==> config.mk <==
export PLATFORM = sky130hd
export DESIGN_NAME = ov7670_config_sequencer
export DESIGN_NICKNAME = d
export VERILOG_FILES = /design/src/rtl/ov7670_cfg_pkg.sv /design/src/rtl/cfg_delay_timer.sv /design/src/rtl/ov7670_config_sequencer.sv
export SDC_FILE = /design/constraint.sdc
export NUM_CORES = 1
export LEC_CHECK = 0
export CAP_MARGIN = 30
export CORE_UTILIZATION = 57
export DETAILED_ROUTE_END_ITERATION = 8
export GPL_TIMING_DRIVEN = 1
export PLACE_DENSITY = 0.87
export SLEW_MARGIN = 20
export SYNTH_ARGS = -nofsm -noshare
export SYNTH_HDL_FRONTEND = slang
export SYNTH_SLANG_ARGS = --single-unit
==> constraint.sdc <==
create_clock -name clk_i -period 6.88 [get_ports clk_i]
set_input_delay 1.376 -clock clk_i [delete_from_list [all_inputs] [get_ports clk_i]]
set_output_delay 1.376 -clock clk_i [all_outputs]
set_load 0.01 [all_outputs]
==> src/rtl/ov7670_cfg_pkg.sv <==
// Shared types and table markers for the OV7670 register-configuration sequencer.
// The register table uses two reserved entries: end-of-table and a timed pause.
package ov7670_cfg_pkg;

  typedef enum logic [3:0] {
    IDLE,
    RST_HOLD,
    PWR_WAIT,
    FETCH,
    DECODE,
    ISSUE,
    WAIT_RESP,
    DELAY,
    DONE,
    ERROR
  } cfg_state_t;

  localparam logic [15:0] CFG_END   = 16'hFFFF;
  localparam logic [15:0] CFG_DELAY = 16'hFFF0;

  // Sizes the shared wait timer to the longest of the three waits.
  function automatic int max3(input int a, input int b, input int c);
    int m;
    m = (a > b) ? a : b;
    return (m > c) ? m : c;
  endfunction

endpackage

==> src/rtl/cfg_delay_timer.sv <==
// Loadable down-counter shared by every timed wait of the configuration sequencer.
// Loading N-1 on state entry keeps the owner in its waiting state for exactly N cycles.
module cfg_delay_timer #(
  parameter int WIDTH = 20
) (
  input  logic             clk,
  input  logic             rst,
  input  logic             load,
  input  logic [WIDTH-1:0] value,
  output logic             expired
);

  logic [WIDTH-1:0] count_reg;

  always_ff @(posedge clk or posedge rst) begin
    if (rst) begin
      count_reg <= '0;
    end else if (load) begin
      count_reg <= value;
    end else if (count_reg != '0) begin
      count_reg <= count_reg - WIDTH'(1);
    end
  end

  assign expired = (count_reg == '0);

endmodule

==> src/rtl/ov7670_config_sequencer.sv <==
// OV7670 power-up and register configuration: camera reset timing, power-up wait,
// then streams {reg,value} pairs from a sync ROM to the SCCB master with NACK retries.
module ov7670_config_sequencer
  import ov7670_cfg_pkg::*;
#(
  parameter int ROM_DEPTH           = 76,
  parameter int ROM_ADDR_WIDTH      = $clog2(ROM_DEPTH),
  parameter int RESET_HOLD_CYCLES   = 100_000,
  parameter int POWERUP_WAIT_CYCLES = 1_000_000,
  parameter int DELAY_CYCLES        = 1_000_000,
  parameter int MAX_RETRIES         = 3
) (
  input  logic                      clk_i,
  input  logic                      reset_i,
  input  logic                      start_i,
  output logic                      reset_cmos_o,
  output logic                      power_mode_cmos_o,
  output logic [ROM_ADDR_WIDTH-1:0] rom_addr_o,
  input  logic [15:0]               rom_data_i,
  output logic                      sccb_req_o,
  output logic [7:0]                sccb_reg_o,
  output logic [7:0]                sccb_data_o,
  input  logic                      sccb_ready_i,
  input  logic                      sccb_done_i,
  input  logic                      sccb_nack_i,
  output logic                      busy_o,
  output logic                      done_o,
  output logic                      error_o,
  output logic [ROM_ADDR_WIDTH-1:0] write_count_o
);

  localparam int TIMER_WIDTH =
    $clog2(max3(RESET_HOLD_CYCLES, POWERUP_WAIT_CYCLES, DELAY_CYCLES) + 1);
  localparam int RETRY_WIDTH = $clog2(MAX_RETRIES + 1);

  localparam logic [TIMER_WIDTH-1:0]    HOLD_LOAD  = TIMER_WIDTH'(RESET_HOLD_CYCLES - 1);
  localparam logic [TIMER_WIDTH-1:0]    PWR_LOAD   = TIMER_WIDTH'(POWERUP_WAIT_CYCLES - 1);
  localparam logic [TIMER_WIDTH-1:0]    DELAY_LOAD = TIMER_WIDTH'(DELAY_CYCLES - 1);
  localparam logic [ROM_ADDR_WIDTH-1:0] LAST_ADDR  = ROM_ADDR_WIDTH'(ROM_DEPTH - 1);
  localparam logic [RETRY_WIDTH-1:0]    LAST_RETRY = RETRY_WIDTH'(MAX_RETRIES - 1);

  cfg_state_t                state_reg, state_next;
  logic [ROM_ADDR_WIDTH-1:0] addr_reg, addr_next;
  logic [ROM_ADDR_WIDTH-1:0] count_reg, count_next;
  logic [RETRY_WIDTH-1:0]    retry_reg, retry_next;
  logic [7:0]                reg_reg, reg_next;
  logic [7:0]                data_reg, data_next;
  logic                      reset_cmos_reg, reset_cmos_next;

  logic                      timer_load;
  logic [TIMER_WIDTH-1:0]    timer_value;
  logic                      timer_expired;

  cfg_delay_timer #(
    .WIDTH (TIMER_WIDTH)
  ) u_timer (
    .clk     (clk_i),
    .rst     (reset_i),
    .load    (timer_load),
    .value   (timer_value),
    .expired (timer_expired)
  );

  always_ff @(posedge clk_i or posedge reset_i) begin
    if (reset_i) begin
      state_reg      <= IDLE;
      addr_reg       <= '0;
      count_reg      <= '0;
      retry_reg      <= '0;
      reg_reg        <= '0;
      data_reg       <= '0;
      reset_cmos_reg <= 1'b0;
    end else begin
      state_reg      <= state_next;
      addr_reg       <= addr_next;
      count_reg      <= count_next;
      retry_reg      <= retry_next;
      reg_reg        <= reg_next;
      data_reg       <= data_next;
      reset_cmos_reg <= reset_cmos_next;
    end
  end

  always_comb begin
    state_next      = state_reg;
    addr_next       = addr_reg;
    count_next      = count_reg;
    retry_next      = retry_reg;
    reg_next        = reg_reg;
    data_next       = data_reg;
    reset_cmos_next = reset_cmos_reg;
    timer_load      = 1'b0;
    timer_value     = '0;

    case (state_reg)
      IDLE, DONE, ERROR: begin
        if (start_i) begin
          state_next      = RST_HOLD;
          addr_next       = '0;
          count_next      = '0;
          retry_next      = '0;
          reset_cmos_next = 1'b0;
          timer_load      = 1'b1;
          timer_value     = HOLD_LOAD;
        end
      end

      RST_HOLD: begin
        if (timer_expired) begin
          state_next      = PWR_WAIT;
          reset_cmos_next = 1'b1;
          timer_load      = 1'b1;
          timer_value     = PWR_LOAD;
        end
      end

      PWR_WAIT: begin
        if (timer_expired) begin
          state_next = FETCH;
        end
      end

      FETCH: state_next = DECODE;

      DECODE: begin
        if (rom_data_i == CFG_END) begin
          state_next = DONE;
        end else if (rom_data_i == CFG_DELAY) begin
          state_next  = DELAY;
          timer_load  = 1'b1;
          timer_value = DELAY_LOAD;
        end else begin
          state_next = ISSUE;
          reg_next   = rom_data_i[15:8];
          data_next  = rom_data_i[7:0];
        end
      end

      ISSUE: begin
        if (sccb_ready_i) begin
          state_next = WAIT_RESP;
        end
      end

      WAIT_RESP: begin
        if (sccb_done_i) begin
          if (!sccb_nack_i) begin
            count_next = count_reg + ROM_ADDR_WIDTH'(1);
            retry_next = '0;
            // The table ends at its last entry even without an end marker.
            if (addr_reg == LAST_ADDR) begin
              state_next = DONE;
            end else begin
              addr_next  = addr_reg + ROM_ADDR_WIDTH'(1);
              state_next = FETCH;
            end
          end else begin
            retry_next = retry_reg + RETRY_WIDTH'(1);
            state_next = (retry_reg == LAST_RETRY) ? ERROR : ISSUE;
          end
        end
      end

      DELAY: begin
        if (timer_expired) begin
          if (addr_reg == LAST_ADDR) begin
            state_next = DONE;
          end else begin
            addr_next  = addr_reg + ROM_ADDR_WIDTH'(1);
            state_next = FETCH;
          end
        end
      end

      default: state_next = IDLE;
    endcase
  end

  // The camera is never put into power-down; only RESET# is sequenced.
  assign power_mode_cmos_o = 1'b0;
  assign reset_cmos_o      = reset_cmos_reg;
  assign rom_addr_o        = addr_reg;
  assign sccb_req_o        = (state_reg == ISSUE);
  assign sccb_reg_o        = reg_reg;
  assign sccb_data_o       = data_reg;
  assign busy_o            = (state_reg != IDLE) && (state_reg != DONE) && (state_reg != ERROR);
  assign done_o            = (state_reg == DONE);
  assign error_o           = (state_reg == ERROR);
  assign write_count_o     = count_reg;

endmodule
## After elaboration in Yosys (flattened, before gate mapping)

Cells that the tools add are included.

- Bits in registers: 57
- Bits of input ports: 22
- Output and inout port bits: 36
- Word-level logic and storage cells: 93

- Reductions and logical operators: 17
- Add/sub/neg operators: 4
- Equality and inequality tests: 22
- Multiplexer cells: 40
- Bitwise logic cells: 2

Operator list:

| kind | count |
|---|---|
| $mux W20 | 5 |
| $pmux W20 S3 | 1 |
| $mux W7 | 7 |
| $mux W4 | 10 |
| $eq A16 B16 Y1 const B | 2 |
| $pmux W4 S8 | 1 |
| $pmux W7 S3 | 1 |
| $logic_not A20 Y1 | 1 |
| $reduce_bool A20 Y1 | 1 |
| $sub A20 B1 Y20 const B | 1 |
| $mux W17 | 1 |
| $eq A4 B3 Y1 const B | 4 |
| $add A7 B1 Y7 const B | 2 |
| $pmux W7 S2 | 1 |
| $ne A2 B2 Y1 const B | 6 |
| $reduce_and A3 Y1 | 3 |
| $eq A4 B2 Y1 const B | 2 |
| $eq A4 B4 Y1 const B | 2 |
| $mux W2 | 4 |
| $ne A4 B4 Y1 const B | 2 |
| $eq A7 B7 Y1 const B | 1 |
| $mux W1 | 6 |
| $reduce_and A6 Y1 | 1 |
| $reduce_bool A2 Y1 | 3 |
| 15 further kinds | 17 |

## Logic depth before layout (Yosys ltp)

Gate-level depths: netlist of run 1.

- Depth after elaboration: 5
- Gate-level depth with buffers: 7
- Mapped depth without buffers: 7

## Modules after synthesis

Synthesis of run 1 repeated with hierarchy kept, for this count alone.

- Cells, all modules: 346
- Area, all modules: 3378.2 um^2

By module, submodules not included:

| module | cells each | area each (um^2) | instances | sequential area each (um^2) |
|---|---|---|---|---|
| ov7670_config_sequencer | 203 | 2040.7 | 1 | 925.9 |
| cfg_delay_timer | 143 | 1337.5 | 1 | 500.5 |

## Worst setup path after synthesis of run 1

No wires, ideal clock.

- Path type: input port to flip-flop
- Start point: in start_i
- End point: reg count_reg[3], in the netlist write_count_o[3]
- Path slack: 3.956 ns
- Path buffers: 1
- Cell stages on the path: 6
- Setup time: 0.128 ns
- Arrival: 2.796 ns
- Data required time: 6.752 ns
- Cells stage by stage: or4b_2 o211ai_1 clkbuf_1 nor3_1 xnor2_1 nor2_1

- Word-level cells in the longest chain between the ends: 2

RTL lines:

| what | line | text |
|---|---|---|
| start, declared | ov7670_config_sequencer.sv:15 | `input logic start_i,` |
| $ne A2 B2 Y1 (no source line) | - |  |
| $reduce_and A4 Y1 (no source line) | - |  |
| end signal, assigned | ov7670_config_sequencer.sv:76 | `count_reg <= count_next;` |
| end, declared | ov7670_config_sequencer.sv:44 | `logic [ROM_ADDR_WIDTH-1:0] count_reg, count_next;` |

Every way passes these cells.
A chain may end at the register's enable or synchronous reset.

## Worst setup path after layout of run 1

- Start point: reg state_reg[2]
- End point: out sccb_req_o

- Word-level cells in the longest chain between the ends: 1

RTL lines:

| what | line | text |
|---|---|---|
| start, declared | ov7670_config_sequencer.sv:42 | `cfg_state_t state_reg, state_next;` |
| start signal, assigned | ov7670_config_sequencer.sv:74 | `state_reg <= state_next;` |
| $eq A4 B3 Y1 | ov7670_config_sequencer.sv:183 | `assign sccb_req_o = (state_reg == ISSUE);` |
| end, declared | ov7670_config_sequencer.sv:20 | `output logic sccb_req_o,` |

Every way passes these cells.

==> out/results.txt, run 1 <==
Startpoint types -> flop
Final HPWL DP -> 5270 um
Crit. path cell count -> 3
Hold_ws -> 0.503 ns
Cells after Synth -> 321
Register area -> 0.00143 mm^2
Total Power -> 1.40 mW
Post-Syn Nets -> 348
DP Cell Count -> 436
GRT Resource Usage Total -> 0.282
Final Max Slew Viols -> 0
Peak VDD IR -> 0.000262 V
CP Launch Point -> state_reg[2]
Post-DP Area -> 0.00375 mm^2
Clk Latency, worst-skew pair -> 0.34 ns
DR pass1 iterations -> 5
Root buf cell -> clkbuf_8
Worst Reg-to-Reg Cells -> 7
Worst r2r dst -> state_reg[1]
Arrival time worst endpoint -> 2.22 ns
Largest net degree at the start of global routing -> 58
Final Setup Violations -> 0
Static Leak -> 1.59 nW
Global placement routability congestion -> 0.817
Leading cell types in the layout, fill and taps excluded -> dfrtp_1 (57), clkdlybuf4s50_1 (56), nor2_1 (30)
Area delta synth->final -> 24.2%
Fmax -> 0.278 GHz
Initial antenna violation count -> 0
CP max FO -> 15
Sum of buffers and inverters on the critical path -> 2
Die area -> 0.00583 mm^2
Post-CTS sizing -> 0
Total of max-cap violations -> 0
Critical path endpoint -> sccb_req_o
Vias -> 2746
Max reg flops -> 20
Fin area -> 0.00391 mm^2
IO Count -> 58
Hold path depth -> 1
Top FF cell, synth -> dfrtp_1
Number of fill cells -> 362
Layout cells sized above 1 -> 0.118
First-pass GRT wire length -> 12900 um
ANT cells -> 0
Vias/cell -> 6.10
Worst slew margin -> 0.462
Critical Path Max Stage Delay -> 0.64 ns
Max Root-Sink Buffers -> 2
Synth Cell Area -> 0.00315 mm^2
CP Cell Sequence -> inv_1, nor3_1, clkdlybuf4s50_1
Total gr overflow -> 0
Seq cells post-synth -> 57
Warnings, synthesis -> 0
RSZ-0062 raised after global routing -> false
Non-filler cells, final -> 450
Run status -> complete, no violations
Clock sink count -> 57
Critical-path top delay cell -> clkdlybuf4s50_1
Synth cell types -> 57
Post-Route Setup TNS -> 0 ns
Die height -> 76.3 um
Worst clock skew -> 0.0106 ns
Final Hold Viols -> 0
Worst endpoint required time -> 5.50 ns
Ys async rst share -> 1.00
RR Startpoint -> u_timer.count_reg[0]
IO Port Bufs -> 56
Multi-input gate area -> 0.00163 mm^2
Post-CTS setup buffers -> 0
Most common cell after layout, fill and taps aside -> dfrtp_1
Actual slew at the worst max-slew pin -> 0.795 ns
Initial Util -> 0.605
Remaining antenna violation count -> 0
CTS tree -> built
1st-iter DRT viols -> 233
H-tree levels -> 3
HP Class -> reg -> reg
Cell family with most CP delay -> buffers and inverters
Nets -> 405
Number of synthesized flops with an enable pin -> 0
Drt drc -> 0
Mean post-synth cell area -> 9.81 um^2
Die X -> 76.3 um
Cell area power density -> 358 mW/mm^2
Post-CTS Hold Buffers -> 0
Routed len/inst -> 16.8 um
Vias in the first global route -> 2766
R2r setup slk -> 4.11 ns
Post-synthesis sequential area ratio -> 0.453
Row count -> 26
Drt total wl -> 7580 um
Fin crit share -> 0.523
Clock-pin slew on the worst setup and hold paths -> 0.06 ns
Nature of the critical path endpoint -> output port
Fin crit period -> 3.60 ns
Critical Setup Path Class -> reg -> out
CTS Buf Count -> 9
Core area -> 0.00520 mm^2
-- worst min-delay path by stage --
stage / end / from
2_1_floorplan: retry_reg[0] / retry_reg[0]
3_3_place_gp: reset_cmos_o / reset_cmos_o
3_5_place_dp: retry_reg[0] / retry_reg[0]
4_1_cts: sccb_data_o[5] / sccb_data_o[5]
5_1_grt: reset_cmos_o / reset_cmos_o
6_report: sccb_data_o[5] / sccb_data_o[5]
-- layout make-up --
class,count,area share
Inverter,11,0.0106
Tap cell,70,0.0224
Timing Repair Buffer,58,0.147
Clock inverter,1,0.00128
Clock buffer,12,0.0371
Sequential cell,57,0.365
Multi-Input combinational cell,241,0.417
-- layer usage --
metal | part of all wire | up-vias | GRT usage
met3 | 0.048 | 16 | 0.0539
met1 | 0.42 | 1349 | 0.345
li1 | - | 1286 | -
met5 | 0 | - | 0
met2 | 0.51 | 95 | 0.483
met4 | 0.022 | 0 | 0.121
-- metrics by stage --
step | setup slack (ns) | util
floorplan | 3.96 | -
global placement | 3.34 | 0.721
detailed placement | 3.30 | 0.721
CTS | 3.31 | 0.750
global route | 3.22 | 0.752
finish | 3.28 | 0.752
-- worst reg2reg max path: stages, from the launching register on --
cell,delay [ns]
dfrtp_1,0.39
inv_1,0.13
ha_1,0.16
nor4b_1,0.65
and3_1,0.38
nand2_2,0.15
a221oi_4,0.43
mux2_1,0.36
-- cells by family after synthesis --
logic type	Yosys count	synth area share
AO/OA/AOI/OAI	59	0.128
XOR/XNOR	20	0.0556
adder cells (fa/ha/maj)	5	0.0199
buffers and inverters	23	0.0290
flip-flops	57	0.453
multiplexers	22	0.0767
other	1	0.00119
AND/OR/NAND/NOR	134	0.237
-- cells in the mapped netlist, types with 4 or more instances --
cell,number,area (um^2)
mux2i_1,5,50.1
xor2_1,8,70.1
nand3b_1,4,30.0
inv_1,11,41.3
mux2_2,16,180
clkbuf_1,9,33.8
nor2_1,30,113
o31ai_1,10,75.1
nand2b_1,6,37.5
dfrtp_1,57,1430
ha_1,5,62.6
nand3_1,15,75.1
nor3_1,13,65.1
and3_1,7,43.8
nand4_1,8,50.1
a21oi_1,7,35.0
nand2_1,19,71.3
o21ai_0,23,115
nor4_1,8,50.1
xnor2_1,12,105
-- power by group --
part,internal (mW),switching [mW]
combinational,0.311,0.290
clock,0.134,0.125
sequential,0.436,0.107
Power figures use the tool's default switching activity.
==> run 2: changes to the inputs <==
--- a/config.mk
+++ b/config.mk
@@ -6,10 +6,10 @@
 export NUM_CORES = 1
 export LEC_CHECK = 0
 export CAP_MARGIN = 30
-export CORE_UTILIZATION = 57
+export CORE_UTILIZATION = 52
 export DETAILED_ROUTE_END_ITERATION = 8
 export GPL_TIMING_DRIVEN = 1
-export PLACE_DENSITY = 0.87
+export PLACE_DENSITY = 0.8
 export SLEW_MARGIN = 20
 export SYNTH_ARGS = -nofsm -noshare
 export SYNTH_HDL_FRONTEND = slang
==> constraint.sdc (replaced) <==
create_clock -name clk_i -period 3.7 [get_ports clk_i]
set_input_delay 0.74 -clock clk_i [delete_from_list [all_inputs] [get_ports clk_i]]
set_output_delay 0.74 -clock clk_i [all_outputs]
set_load 0.01 [all_outputs]
==> run 2 against run 1 <==
  * Register-to-register slack lost 3.0 ns
  * Power grew 98%
  * Clock-buffer cell count shrank 1
  * Critical path depth is the same
  * Global-route usage shrank 3.4 points
  * Routed wire length shrank 7.4%
  * Die area grew 9.4%
  * Sequential cell count is the same
  * Final area grew 2.5%
  * Clock skew shrank 0.0039 ns
  * Worst hold slack lost 0.022 ns
  * Largest power group unchanged
==> out/results.txt, run 2 (same netlist as run 1, synthesis figures left out) <==
Run status -> complete, no violations (unchanged)
First-pass GRT wire length -> 12000 um (was 12900 um)
DR pass1 iterations -> 5 (unchanged)
Max reg flops -> 20 (unchanged)
CTS tree -> built (unchanged)
Drt drc -> 0 (unchanged)
Die X -> 79.8 um (was 76.3 um)
CTS Buf Count -> 9 (unchanged)
Register area -> 0.00143 mm^2 (unchanged)
Number of fill cells -> 419 (was 362)
IO Port Bufs -> 56 (unchanged)
Clock sink count -> 57 (unchanged)
Post-CTS sizing -> 0 (unchanged)
CP max FO -> 16 (was 15)
RR Startpoint -> u_timer.count_reg[8] (was u_timer.count_reg[0])
Worst endpoint required time -> 2.96 ns (was 5.50 ns)
Core area -> 0.00568 mm^2 (was 0.00520 mm^2)
Initial Util -> 0.555 (was 0.605)
GRT Resource Usage Total -> 0.248 (was 0.282)
Hold path depth -> 2 (was 1)
Clock-pin slew on the worst setup and hold paths -> 0.07 ns (was 0.06 ns)
Worst slew margin -> 0.519 (was 0.462)
Hold EP -> reset_cmos_o (was sccb_data_o[5])
Fmax -> 0.341 GHz
R2r setup slk -> 1.16 ns (was 4.11 ns)
Most common cell after layout, fill and taps aside -> dfrtp_1 (unchanged)
Multi-input gate area -> 0.00163 mm^2 (unchanged)
Total Power -> 2.78 mW (was 1.40 mW)
Row count -> 27 (was 26)
Drt total wl -> 7020 um (was 7580 um)
Leading cell types in the layout, fill and taps excluded -> dfrtp_1 (57), clkdlybuf4s50_1 (56), nor2_1 (30) (unchanged)
Total of max-cap violations -> 0 (unchanged)
Initial antenna violation count -> 0 (unchanged)
Actual slew at the worst max-slew pin -> 0.722 ns (was 0.795 ns)
Largest net degree at the start of global routing -> 30 (was 58)
Cell area power density -> 694 mW/mm^2 (was 358 mW/mm^2)
Startpoint types -> flop (unchanged)
Die area -> 0.00637 mm^2 (was 0.00583 mm^2)
Worst Reg-to-Reg Cells -> 5 (was 7)
CP Launch Point -> state_reg[1] (was state_reg[2])
Final HPWL DP -> 4970 um (was 5270 um)
Post-Route Setup TNS -> 0 ns (unchanged)
Final Max Slew Viols -> 0 (unchanged)
Root buf cell -> clkbuf_8 (unchanged)
H-tree levels -> 3 (unchanged)
HP Class -> reg -> reg (unchanged)
Static Leak -> 1.64 nW (was 1.59 nW)
Fin crit share -> 0.793
Worst r2r dst -> state_reg[1] (unchanged)
Post-CTS setup buffers -> 0 (unchanged)
1st-iter DRT viols -> 183 (was 233)
Post-CTS Hold Buffers -> 0 (unchanged)
Peak VDD IR -> 0.000480 V (was 0.000262 V)
Global placement routability congestion -> 0.853 (was 0.817)
Layout cells sized above 1 -> 0.135 (was 0.118)
Critical Setup Path Class -> reg -> out (unchanged)
Clk Latency, worst-skew pair -> 0.33 ns (was 0.34 ns)
Final Setup Violations -> 0 (unchanged)
Max Root-Sink Buffers -> 2 (unchanged)
Total gr overflow -> 0 (unchanged)
Final Hold Viols -> 0 (unchanged)
Worst clock skew -> 0.00669 ns (was 0.0106 ns)
Remaining antenna violation count -> 0 (unchanged)
Area delta synth->final -> 27.3% (was 24.2%)
Hold path start -> reset_cmos_o (was sccb_data_o[5])
Arrival time worst endpoint -> 2.19 ns (was 2.22 ns)
Nature of the critical path endpoint -> output port (unchanged)
Vias -> 2631 (was 2746)
ANT cells -> 0 (unchanged)
Fin crit period -> 2.93 ns
Vias in the first global route -> 2549 (was 2766)
IO Count -> 58 (unchanged)
Vias/cell -> 5.76 (was 6.10)
Routed len/inst -> 15.4 um (was 16.8 um)
Nets -> 407 (was 405)
RSZ-0062 raised after global routing -> false (unchanged)
Die height -> 79.8 um (was 76.3 um)
[run 2: cell count changes in the layout (fill, tap and decap cells not counted), sizes merged]
cell,before,now
bufinv,0,2
clkinvlp,0,1
clkbuf,12,11
clkinv,1,2
buf,2,4
[run 2: cell type report]
class,instances,share of cell area
clock inverters,5,0.0194
flip-flops and latches,57,0.356
clock buffers,11,0.0378
inverters,11,0.0103
repair buffers,60,0.147
multi-input cells,241,0.407
well taps,72,0.0225
[run 2: routing by layer]
metal,vias up,part of all wire,GRT usage
met5,-,0,0
met4,0,0.0061,0.0964
li1,1301,-,-
met1,1247,0.48,0.340
met2,78,0.46,0.370
met3,5,0.062,0.0686
[run 2: power by group]
group	leakage [nW]	switching [mW]	internal, mW
clock	0.115	0.250	0.413
sequential	0.715	0.191	0.811
combinational	0.806	0.531	0.585
total	1.64	0.973	1.81
[run 2: critical path: stages (launching register included)]
cell	delay, ns
dfrtp_1	0.55
nand2b_1	0.27
nor3_1	0.40
clkdlybuf4s50_1	0.64
[run 2: stage by stage]
stage	util	instances	instance area, um^2	setup slack, ns	hold WS [ns]
after global routing	0.706	457	4010	0.649	0.499
after floorplan	-	321	3150	1.39	0.451
after CTS	0.706	457	4010	0.784	0.490
after detailed placement	0.666	441	3780	0.841	0.473
after global placement	0.665	440	3770	0.802	0.462
final	0.706	457	4010	0.766	0.480
[run 2: worst max path at each step]
stage | slack [ns] | end | cells past startpoint
final | 0.77 | sccb_req_o | 3
after global routing | 0.65 | sccb_req_o | 3
after CTS | 0.78 | sccb_req_o | 3
after detailed placement | 0.84 | state_reg[1] | 6
after global placement | 0.80 | rom_addr_o[6] | 6
after floorplan | 1.39 | state_reg[1] | 7
